**config.mk**
```make
export PLATFORM = sky130hd
export DESIGN_NAME = pulse_train_gen
export DESIGN_NICKNAME = d
export VERILOG_FILES = /design/src/rtl/pulse_train_pkg.sv /design/src/rtl/pulse_train_gen_timer.sv /design/src/rtl/pulse_train_gen.sv
export SDC_FILE = /design/constraint.sdc
export NUM_CORES = 1
export LEC_CHECK = 0
export BUFFER_PORTS_ARGS = -buffer_cell sky130_fd_sc_hd__buf_2
export CAP_MARGIN = 20
export CELL_PAD_IN_SITES_DETAIL_PLACEMENT = 0
export CELL_PAD_IN_SITES_GLOBAL_PLACEMENT = 2
export CORE_MARGIN = 1
export CORE_UTILIZATION = 33
export CTS_CLUSTER_SIZE = 14
export DETAILED_ROUTE_END_ITERATION = 10
export PLACE_DENSITY_LB_ADDON = 0.25
export SETUP_SLACK_MARGIN = 0.02
export SYNTH_ARGS = -nofsm -noshare
export SYNTH_HDL_FRONTEND = slang
export SYNTH_SLANG_ARGS = --single-unit
```
**constraint.sdc**
```tcl
create_clock -name clk -period 2.55 [get_ports clk]
set_input_delay 0.255 -clock clk [delete_from_list [all_inputs] [get_ports clk]]
set_output_delay 0.255 -clock clk [all_outputs]
set_load 0.005 [all_outputs]
```
**src/rtl/pulse_train_pkg.sv**
```systemverilog
// Shared types and constants for the pulse train generator.
// Optional start delay is enabled by defining PULSE_TRAIN_DELAY_EN.
package pulse_train_pkg;

    localparam int PT_DEFAULT_WIDTH = 8;
    localparam int PT_RESET_COUNT   = 16;

    typedef enum logic [2:0] {
        ST_IDLE  = 3'd0,
        ST_HIGH  = 3'd1,
        ST_LOW   = 3'd2,
        ST_DONE  = 3'd3
`ifdef PULSE_TRAIN_DELAY_EN
        ,
        ST_DELAY = 3'd4
`endif
    } pt_state_e;

endpackage

```
**src/rtl/pulse_train_gen_timer.sv**
```systemverilog
// Phase length down-counter shared by the timed states of pulse_train_gen.
// A zero length is stretched to one cycle; the counter parks at zero.
module pulse_phase_timer
    import pulse_train_pkg::*;
#(
    parameter int WIDTH = PT_DEFAULT_WIDTH
) (
    input  logic             clk,
    input  logic             rst,
    input  logic             load,
    input  logic [WIDTH-1:0] length,
    output logic             expire
);

    localparam logic [WIDTH-1:0] ONE = WIDTH'(1);

    logic [WIDTH-1:0] cnt_q;
    logic [WIDTH-1:0] cnt_d;

    // Next count: reload on phase entry, otherwise count down without wrapping.
    always_comb begin
        cnt_d = cnt_q;
        if (load) begin
            cnt_d = (length == '0) ? ONE : length;
        end else if (cnt_q != '0) begin
            cnt_d = cnt_q - ONE;
        end else begin
            cnt_d = cnt_q;
        end
    end

    // Count register.
    always_ff @(posedge clk) begin
        if (rst) begin
            cnt_q <= '0;
        end else begin
            cnt_q <= cnt_d;
        end
    end

    assign expire = (cnt_q == ONE);

endmodule

```
**src/rtl/pulse_train_gen.sv**
```systemverilog
// Counted pulse train generator: IDLE -> HIGH/LOW alternation -> DONE.
// Defining PULSE_TRAIN_DELAY_EN adds delay_cycles and a DELAY state before the first pulse.
module pulse_train_gen
    import pulse_train_pkg::*;
#(
    parameter int WIDTH = PT_DEFAULT_WIDTH
) (
    input  logic             clk,
    input  logic             rst,
    input  logic             run,
    input  logic [WIDTH-1:0] load_count,
    input  logic [WIDTH-1:0] high_cycles,
    input  logic [WIDTH-1:0] low_cycles,
`ifdef PULSE_TRAIN_DELAY_EN
    input  logic [WIDTH-1:0] delay_cycles,
`endif
    output logic             out_pulse,
    output logic [WIDTH-1:0] remaining,
    output logic             busy,
    output logic             done
);

    localparam logic [WIDTH-1:0] ONE   = WIDTH'(1);
    localparam logic [WIDTH-1:0] RST_N = WIDTH'(PT_RESET_COUNT);

    pt_state_e        state_q, state_d;
    logic [WIDTH-1:0] rem_q, rem_d;
    logic [WIDTH-1:0] high_q, high_d;
    logic [WIDTH-1:0] low_q, low_d;
    logic             out_q, out_d;
    logic             busy_q, busy_d;
    logic             done_q, done_d;
    logic             tmr_load;
    logic [WIDTH-1:0] tmr_len;
    logic             tmr_expire;
`ifdef PULSE_TRAIN_DELAY_EN
    logic [WIDTH-1:0] dly_q, dly_d;
`endif

    pulse_phase_timer #(.WIDTH(WIDTH)) u_timer (
        .clk    (clk),
        .rst    (rst),
        .load   (tmr_load),
        .length (tmr_len),
        .expire (tmr_expire)
    );

    // Next state, configuration capture and registered-output decode.
    always_comb begin
        state_d  = state_q;
        rem_d    = rem_q;
        high_d   = high_q;
        low_d    = low_q;
        tmr_load = 1'b0;
        tmr_len  = high_q;
`ifdef PULSE_TRAIN_DELAY_EN
        dly_d    = dly_q;
`endif
        if (!run) begin
            // Dropping run both aborts a train and keeps configuration tracking the inputs.
            state_d = ST_IDLE;
            rem_d   = load_count;
            high_d  = high_cycles;
            low_d   = low_cycles;
`ifdef PULSE_TRAIN_DELAY_EN
            dly_d   = delay_cycles;
`endif
        end else begin
            case (state_q)
                ST_IDLE: begin
                    if (rem_q == '0) begin
                        state_d = ST_DONE;
                    end else begin
`ifdef PULSE_TRAIN_DELAY_EN
                        state_d  = ST_DELAY;
                        tmr_load = 1'b1;
                        tmr_len  = dly_q;
`else
                        state_d  = ST_HIGH;
                        tmr_load = 1'b1;
                        tmr_len  = high_q;
`endif
                    end
                end
                ST_HIGH: begin
                    if (tmr_expire) begin
                        rem_d = (rem_q != '0) ? (rem_q - ONE) : '0;
                        if (rem_q <= ONE) begin
                            state_d = ST_DONE;
                        end else begin
                            state_d  = ST_LOW;
                            tmr_load = 1'b1;
                            tmr_len  = low_q;
                        end
                    end else begin
                        state_d = ST_HIGH;
                    end
                end
                ST_LOW: begin
                    if (tmr_expire) begin
                        state_d  = ST_HIGH;
                        tmr_load = 1'b1;
                        tmr_len  = high_q;
                    end else begin
                        state_d = ST_LOW;
                    end
                end
`ifdef PULSE_TRAIN_DELAY_EN
                ST_DELAY: begin
                    if (tmr_expire) begin
                        state_d  = ST_HIGH;
                        tmr_load = 1'b1;
                        tmr_len  = high_q;
                    end else begin
                        state_d = ST_DELAY;
                    end
                end
`endif
                ST_DONE: begin
                    state_d = ST_DONE;
                end
                default: begin
                    state_d = ST_IDLE;
                end
            endcase
        end
        out_d  = (state_d == ST_HIGH);
        done_d = (state_d == ST_DONE);
        busy_d = (state_d != ST_IDLE) && (state_d != ST_DONE);
    end

    // State, configuration and output registers.
    always_ff @(posedge clk) begin
        if (rst) begin
            state_q <= ST_IDLE;
            rem_q   <= RST_N;
            high_q  <= ONE;
            low_q   <= ONE;
            out_q   <= 1'b0;
            busy_q  <= 1'b0;
            done_q  <= 1'b0;
`ifdef PULSE_TRAIN_DELAY_EN
            dly_q   <= ONE;
`endif
        end else begin
            state_q <= state_d;
            rem_q   <= rem_d;
            high_q  <= high_d;
            low_q   <= low_d;
            out_q   <= out_d;
            busy_q  <= busy_d;
            done_q  <= done_d;
`ifdef PULSE_TRAIN_DELAY_EN
            dly_q   <= dly_d;
`endif
        end
    end

    assign out_pulse = out_q;
    assign remaining = rem_q;
    assign busy      = busy_q;
    assign done      = done_q;

endmodule
```
==> results of run 1 <==
==> final cells by class <==
type	instances	area share
multi-input cells	164	0.487
flip-flops and latches	37	0.314
repair buffers	44	0.101
well taps	72	0.0382
clock buffers	6	0.0308
clock inverters	2	0.0164
inverters	8	0.0127
==> placed cells by master, fill, tap and decap left out, types with 4 or more instances in the layout <==
master | synthesis | layout
a21oi_1 | 13 | 13
buf_2 | 1 | 37
buf_4 | 0 | 7
clkbuf_8 | 0 | 5
dfxtp_1 | 37 | 37
ha_1 | 8 | 8
inv_1 | 8 | 8
mux2i_1 | 17 | 17
nand2_1 | 9 | 9
nand3_1 | 4 | 4
nor2_1 | 29 | 29
nor2b_1 | 7 | 7
nor3_1 | 4 | 4
o211ai_1 | 7 | 7
o21ai_0 | 10 | 10
or4_1 | 5 | 5
==> worst max-delay path, delay by kind of cell (launching register included) <==
family                     cells  cell delay [ps]
and+or+nand+nor                2              640
adders and majority gates      2              360
DFF                            1              430
buffers and inverters          1               80
AOI/OAI and AO/OA              2              720
==> routing by layer <==
metal,vias up,global-route usage,share of wire
met2,30,0.241,0.45
met5,-,0,0
met3,4,0.0437,0.037
met4,0,0.0545,0.0077
li1,894,-,-
met1,860,0.250,0.50
==> flip-flops by register name (all words and copies together), names as in the netlist <==
signal         count
high_q             8
low_q              8
remaining          8
u_timer.cnt_q      8
state_q            2
busy               1
done               1
out_pulse          1
==> worst max-delay path by stage <==
stage / endpoint / slack, ps / cells past startpoint
6_report: done / 190 / 7
5_1_grt: done / 30 / 7
4_1_cts: done / 90 / 7
3_5_place_dp: done / 110 / 7
3_3_place_gp: done / 190 / 8
2_1_floorplan: busy / 370 / 6
==> power groups by stage <==
stage	registers, mW	logic, mW	clock network, mW
after CTS	0.696	0.451	0.530
final	0.696	0.451	0.512
after detailed placement	0.709	0.447	0
after floorplan	0.691	0.325	0
after global placement	0.710	0.451	0
after global routing	0.709	0.506	0.561
==> kinds of logic (layout without fill, tap and decap cells) <==
family	after synthesis	count (layout)	synth area share
AOI/OAI and AO/OA	55	55	0.193
xor gates and xnor gates	3	3	0.0134
adders and majority gates	8	8	0.0511
buffers and inverters	18	60	0.0389
DFF	37	37	0.378
muxes	17	17	0.0868
and+or+nand+nor	81	81	0.239
==> synth_stat cells, drive strengths merged (7+ instances only) <==
library cell  instances  area [um2]
o21ai                11        55.1
nor2b                 7        43.8
o211ai                7        52.6
or4                   7        60.1
a21oi                13        65.1
mux2i                17         170
inv                   8        30.0
dfxtp                37         741
ha                    8         100
nand2                 9        33.8
nor2                 30         120
==> stage by stage <==
stage	power [mW]	hold WS [ps]
detailed placement	1.16	490
global placement	1.16	485
CTS	1.68	180
global route	1.78	176
finish	1.66	189
floorplan	1.02	396
==> results.cfg, run 1 <==
[outcome]
status = completed

[drt]
post_drt_wl_per_cell_um = 14.8
drc = 0
wl_mm = 4.92
routed_via_density = 5.37
drt-pass1-iter-count = 5
num_vias = 1788
ant_nets = 0
drt_iter0_markers = 126

[clock_tree]
cts_hold_buf = 0
ctsResizeCount = 0
cts_buffers = 5
ctsLongestPathBuffers = 2
h-tree-depth = 2
cts_root_buf = clkbuf_8
path_clk_slew_ps = 80
cts.sinks = 37
cts_setup_buffers = 0
insertion_delay_ps = 290
cts_tree = yes

[timing]
fin_skew_ps = 8.78
rsz0062_at_grt = no
report.final.setup_viol = 0
timing.final.max_slew_violations = 0
finalHoldViolations = 0
fin_crit_ps = 2360
max_slew_margin = 0.541
timing.final.crit_share = 0.927
setup_slack_ps = 185
fin_setup_tns_ps = 0
tightest_slew_ps = 688
fmax_mhz = 423

[power_and_ir_drop]
p_leak_nw = 1.00
power_frac_clock = 0.309
p_sw_frac = 0.311
combinationalPowerShare = 0.272
power_density_mw_per_mm2 = 704
p_seq_frac = 0.420
p_sw_uw = 516
p_int_mw = 1.14
peakVddDrop_uv = 323

[setup_path]
crit_start = u_timer.cnt_q[0]
cp.required_ps = 2700
crit_path_cell_trace = ha_1 > or3b_2 > o21a_1 > o31ai_2 > inv_1 > ha_1 > nor2b_1
cp.arrival_ps = 2520
rr_endpoint = done
start_kind = register
reg2reg_from = u_timer.cnt_q[0]
critPathMaxFanout = 7
r2r_setup_slack_ps = 190
critPathKind = reg -> reg
slowest_delay_ps = 520
critPathSlowestCell = or3b_2
r2r_cells = 7
critPathMostFrequentCell = ha_1
end_kind = register

[global_routing]
grt_max_degree = 39
antenna_found_initial = 0
overflow = 0
grt_pass1_vias = 1619
groute.usage.overall = 0.171
grt_pass1_wl_mm = 8.17

[finish]
fin_util = 0.421
n_fill_cell = 618
nets = 295
drive_above_1_share = 0.249
diodes = 0
synthToLayoutAreaGrowth_pct = 20.3
multi_input_area_mm2 = 0.00115
stdcell_count = 333
register_area_um2 = 741
fin_area_mm2 = 0.00236

[floorplan]
rows = 27
fp.coreArea_mm2 = 0.00561
fp.dieArea_mm2 = 0.00625
die_w_um = 79.1
die_y_um = 79.1
start_util = 0.350
io_pins = 38

[synthesis]
synth_cells = 219
syn_area_per_cell_um2 = 8.95
synth_edf_count = 0
ys_warn_count = 0
yosys_most_used_dff = dfxtp_1
syn-num-nets = 254
synth-seq-cells = 37
synth_area_mm2 = 0.00196
ys_types = 49
synthArstFlopShare = 0
yosysSeqAreaShare = 0.378

[placed_design]
hpwl_mm = 3.56
io_buffer_count = 37
placed_cells = 325
gp_congestion = 0.765
place_worst_setup_slack_ps = 111
post_dp_cell_area_mm2 = 0.00224

[hold_path]
min_from = high_cycles[6]
holdPathEnd = high_q[6]
hold_path_class = in -> reg
holdPathStages = 3

[flow_run]
maxCapViolCount = 0
(Power assumes the default switching activity.)
==> run 2, diff against run 1 <==
==> constraint.sdc (replaced) <==
create_clock -name clk -period 2.55 [get_ports clk]
set_input_delay 0.255 -clock clk [delete_from_list [all_inputs] [get_ports clk]]
set_output_delay 0.255 -clock clk [all_outputs]
set_load 0.1 [all_outputs]
==> run 2 against run 1 <==
Effect of this change: sequential power is essentially flat; worst hold slack gained 3.1 ps; die area did not move; flip-flop and latch count did not move; combinational power rose by 18%; largest power group unchanged.
==> results.cfg, run 2 (same netlist as run 1, synthesis figures left out) <==
[power_and_ir_drop]
p_seq_frac = 0.426
p_sw_frac = 0.363
p_int_mw = 1.04
power_density_mw_per_mm2 = 699
p_leak_nw = 0.990
power_frac_clock = 0.247
peakVddDrop_uv = 296
p_sw_uw = 590
combinationalPowerShare = 0.327

[floorplan]
die_w_um = 79.1
rows = 27
io_pins = 38
die_y_um = 79.1
start_util = 0.350
fp.dieArea_mm2 = 0.00625
fp.coreArea_mm2 = 0.00561

[finish]
drive_above_1_share = 0.258
n_fill_cell = 602
final_common_cell = buf_2
fin_area_mm2 = 0.00233
synthToLayoutAreaGrowth_pct = 18.6
nets = 294
diodes = 0
stdcell_count = 332
layout_common_cells = buf_2 (37), dfxtp_1 (34), nor2_1 (29), mux2i_1 (17), a21oi_1 (13)

[drt]
drc = 0
post_drt_wl_per_cell_um = 14.9
drt_iter0_markers = 88
drt-pass1-iter-count = 5
num_vias = 1702
wl_mm = 4.95
routed_via_density = 5.13
ant_nets = 0

[setup_path]
path_buf_inv = 0
end_kind = register
reg2reg_from = remaining[2]
cp.required_ps = 2770
critPathTopFamily = simple AND/OR/NAND/NOR gates
crit_path_cell_trace = or4_4 > or2_4 > or3_1 > a221oi_2 > ha_1 > nor2_1
r2r_cells = 6
crit_start = remaining[2]
endpoint = busy
slowest_delay_ps = 540
critPathSlowestCell = or4_4
start_kind = register
critPathMaxFanout = 7
critPathKind = reg -> reg
cp.arrival_ps = 2530
crit_cells = 6
r2r_setup_slack_ps = 240
rr_endpoint = busy

[placed_design]
gp_congestion = 0.783
post_dp_cell_area_mm2 = 0.00224
placed_cells = 324
hpwl_mm = 3.61
io_buffer_count = 37

[clock_tree]
cts_buffers = 5
cts_setup_buffers = 0
ctsResizeCount = 0
path_clk_slew_ps = 70
insertion_delay_ps = 290
cts.sinks = 37
h-tree-depth = 2
ctsLongestPathBuffers = 2
cts_root_buf = clkbuf_8
cts_hold_buf = 0
cts_tree = yes

[timing]
rsz0062_at_grt = no
fmax_mhz = 432
timing.final.max_slew_violations = 0
tightest_slew_ps = 868
fin_crit_ps = 2310
report.final.setup_viol = 0
fin_setup_tns_ps = 0
fin_skew_ps = 2.52
max_slew_margin = 0.414
finalHoldViolations = 0
timing.final.crit_share = 0.908

[global_routing]
grt_use_met2 = 0.253
met3_usage = 0.0322
antenna_found_initial = 0
grt_pass1_vias = 1593
grt_pass1_wl_mm = 7.94
use_met1 = 0.235
grt_max_degree = 39
groute.usage.overall = 0.167
gr-max-usage-layer = met2
overflow = 0

[flow_run]
maxCapViolCount = 0

[hold_path]
hold_path_class = in -> reg

[outcome]
status = completed
==> run 2: changes by cell type in the layout (fill, tap and decap cells not counted) <==
cell       delta
dfxtp_1       -3
dfxtp_2       +3
clkinv_2      +2
buf_4         -1
bufinv_16     -1
clkinv_4      -1
==> run 2: how the worst min path moves through the flow <==
stage	start	end	cells past startpoint
after floorplan	load_count[4]	remaining[4]	2
after global placement	low_q[0]	low_q[0]	1
after detailed placement	low_q[0]	low_q[0]	1
after CTS	low_cycles[7]	low_q[7]	3
after global routing	low_cycles[5]	low_q[5]	3
final	low_cycles[2]	low_q[2]	3
==> run 2: through the flow <==
stage	hold slack, ps	setup WS (ps)	util	total power, mW
finish	192	235	0.415	1.63
global route	195	59.4	0.415	1.73
floorplan	396	32.0	-	1.10
CTS	187	126	0.414	1.65
detailed placement	478	155	0.399	1.23
global placement	472	210	0.399	1.25
==> run 2: worst min-delay path, cell delays in order <==
cell,delay [ps]
buf_2,70
mux2i_1,50
nor2_1,70
==> run 2: power by group through the flow <==
stage / logic, mW / clock network [mW] / registers [mW]
after floorplan: 0.326 / 0 / 0.775
after global placement: 0.539 / 0 / 0.706
after detailed placement: 0.528 / 0 / 0.706
after CTS: 0.532 / 0.423 / 0.693
after global routing: 0.583 / 0.448 / 0.704
final: 0.531 / 0.402 / 0.693
==> run 2: layer usage <==
| metal | wire (um) | up-vias |
|---|---|---|
| li1 | - | 881 |
| met5 | 0 | - |
| met4 | 68 | 0 |
| met3 | 139 | 7 |
| met1 | 2590 | 787 |
| met2 | 2160 | 27 |
==> run 2: layout make-up <==
| cell class | instances | area (um2) | share of cell area |
|---|---|---|---|
| Multi-Input combinational cell | 164 | 1150 | 0.494 |
| Inverter | 8 | 30.0 | 0.0129 |
| Clock inverter | 2 | 10.0 | 0.00430 |
| Clock buffer | 6 | 72.6 | 0.0312 |
| Tap cell | 72 | 90.1 | 0.0387 |
| Sequential cell | 37 | 744 | 0.320 |
| Timing Repair Buffer | 43 | 230 | 0.0990 |
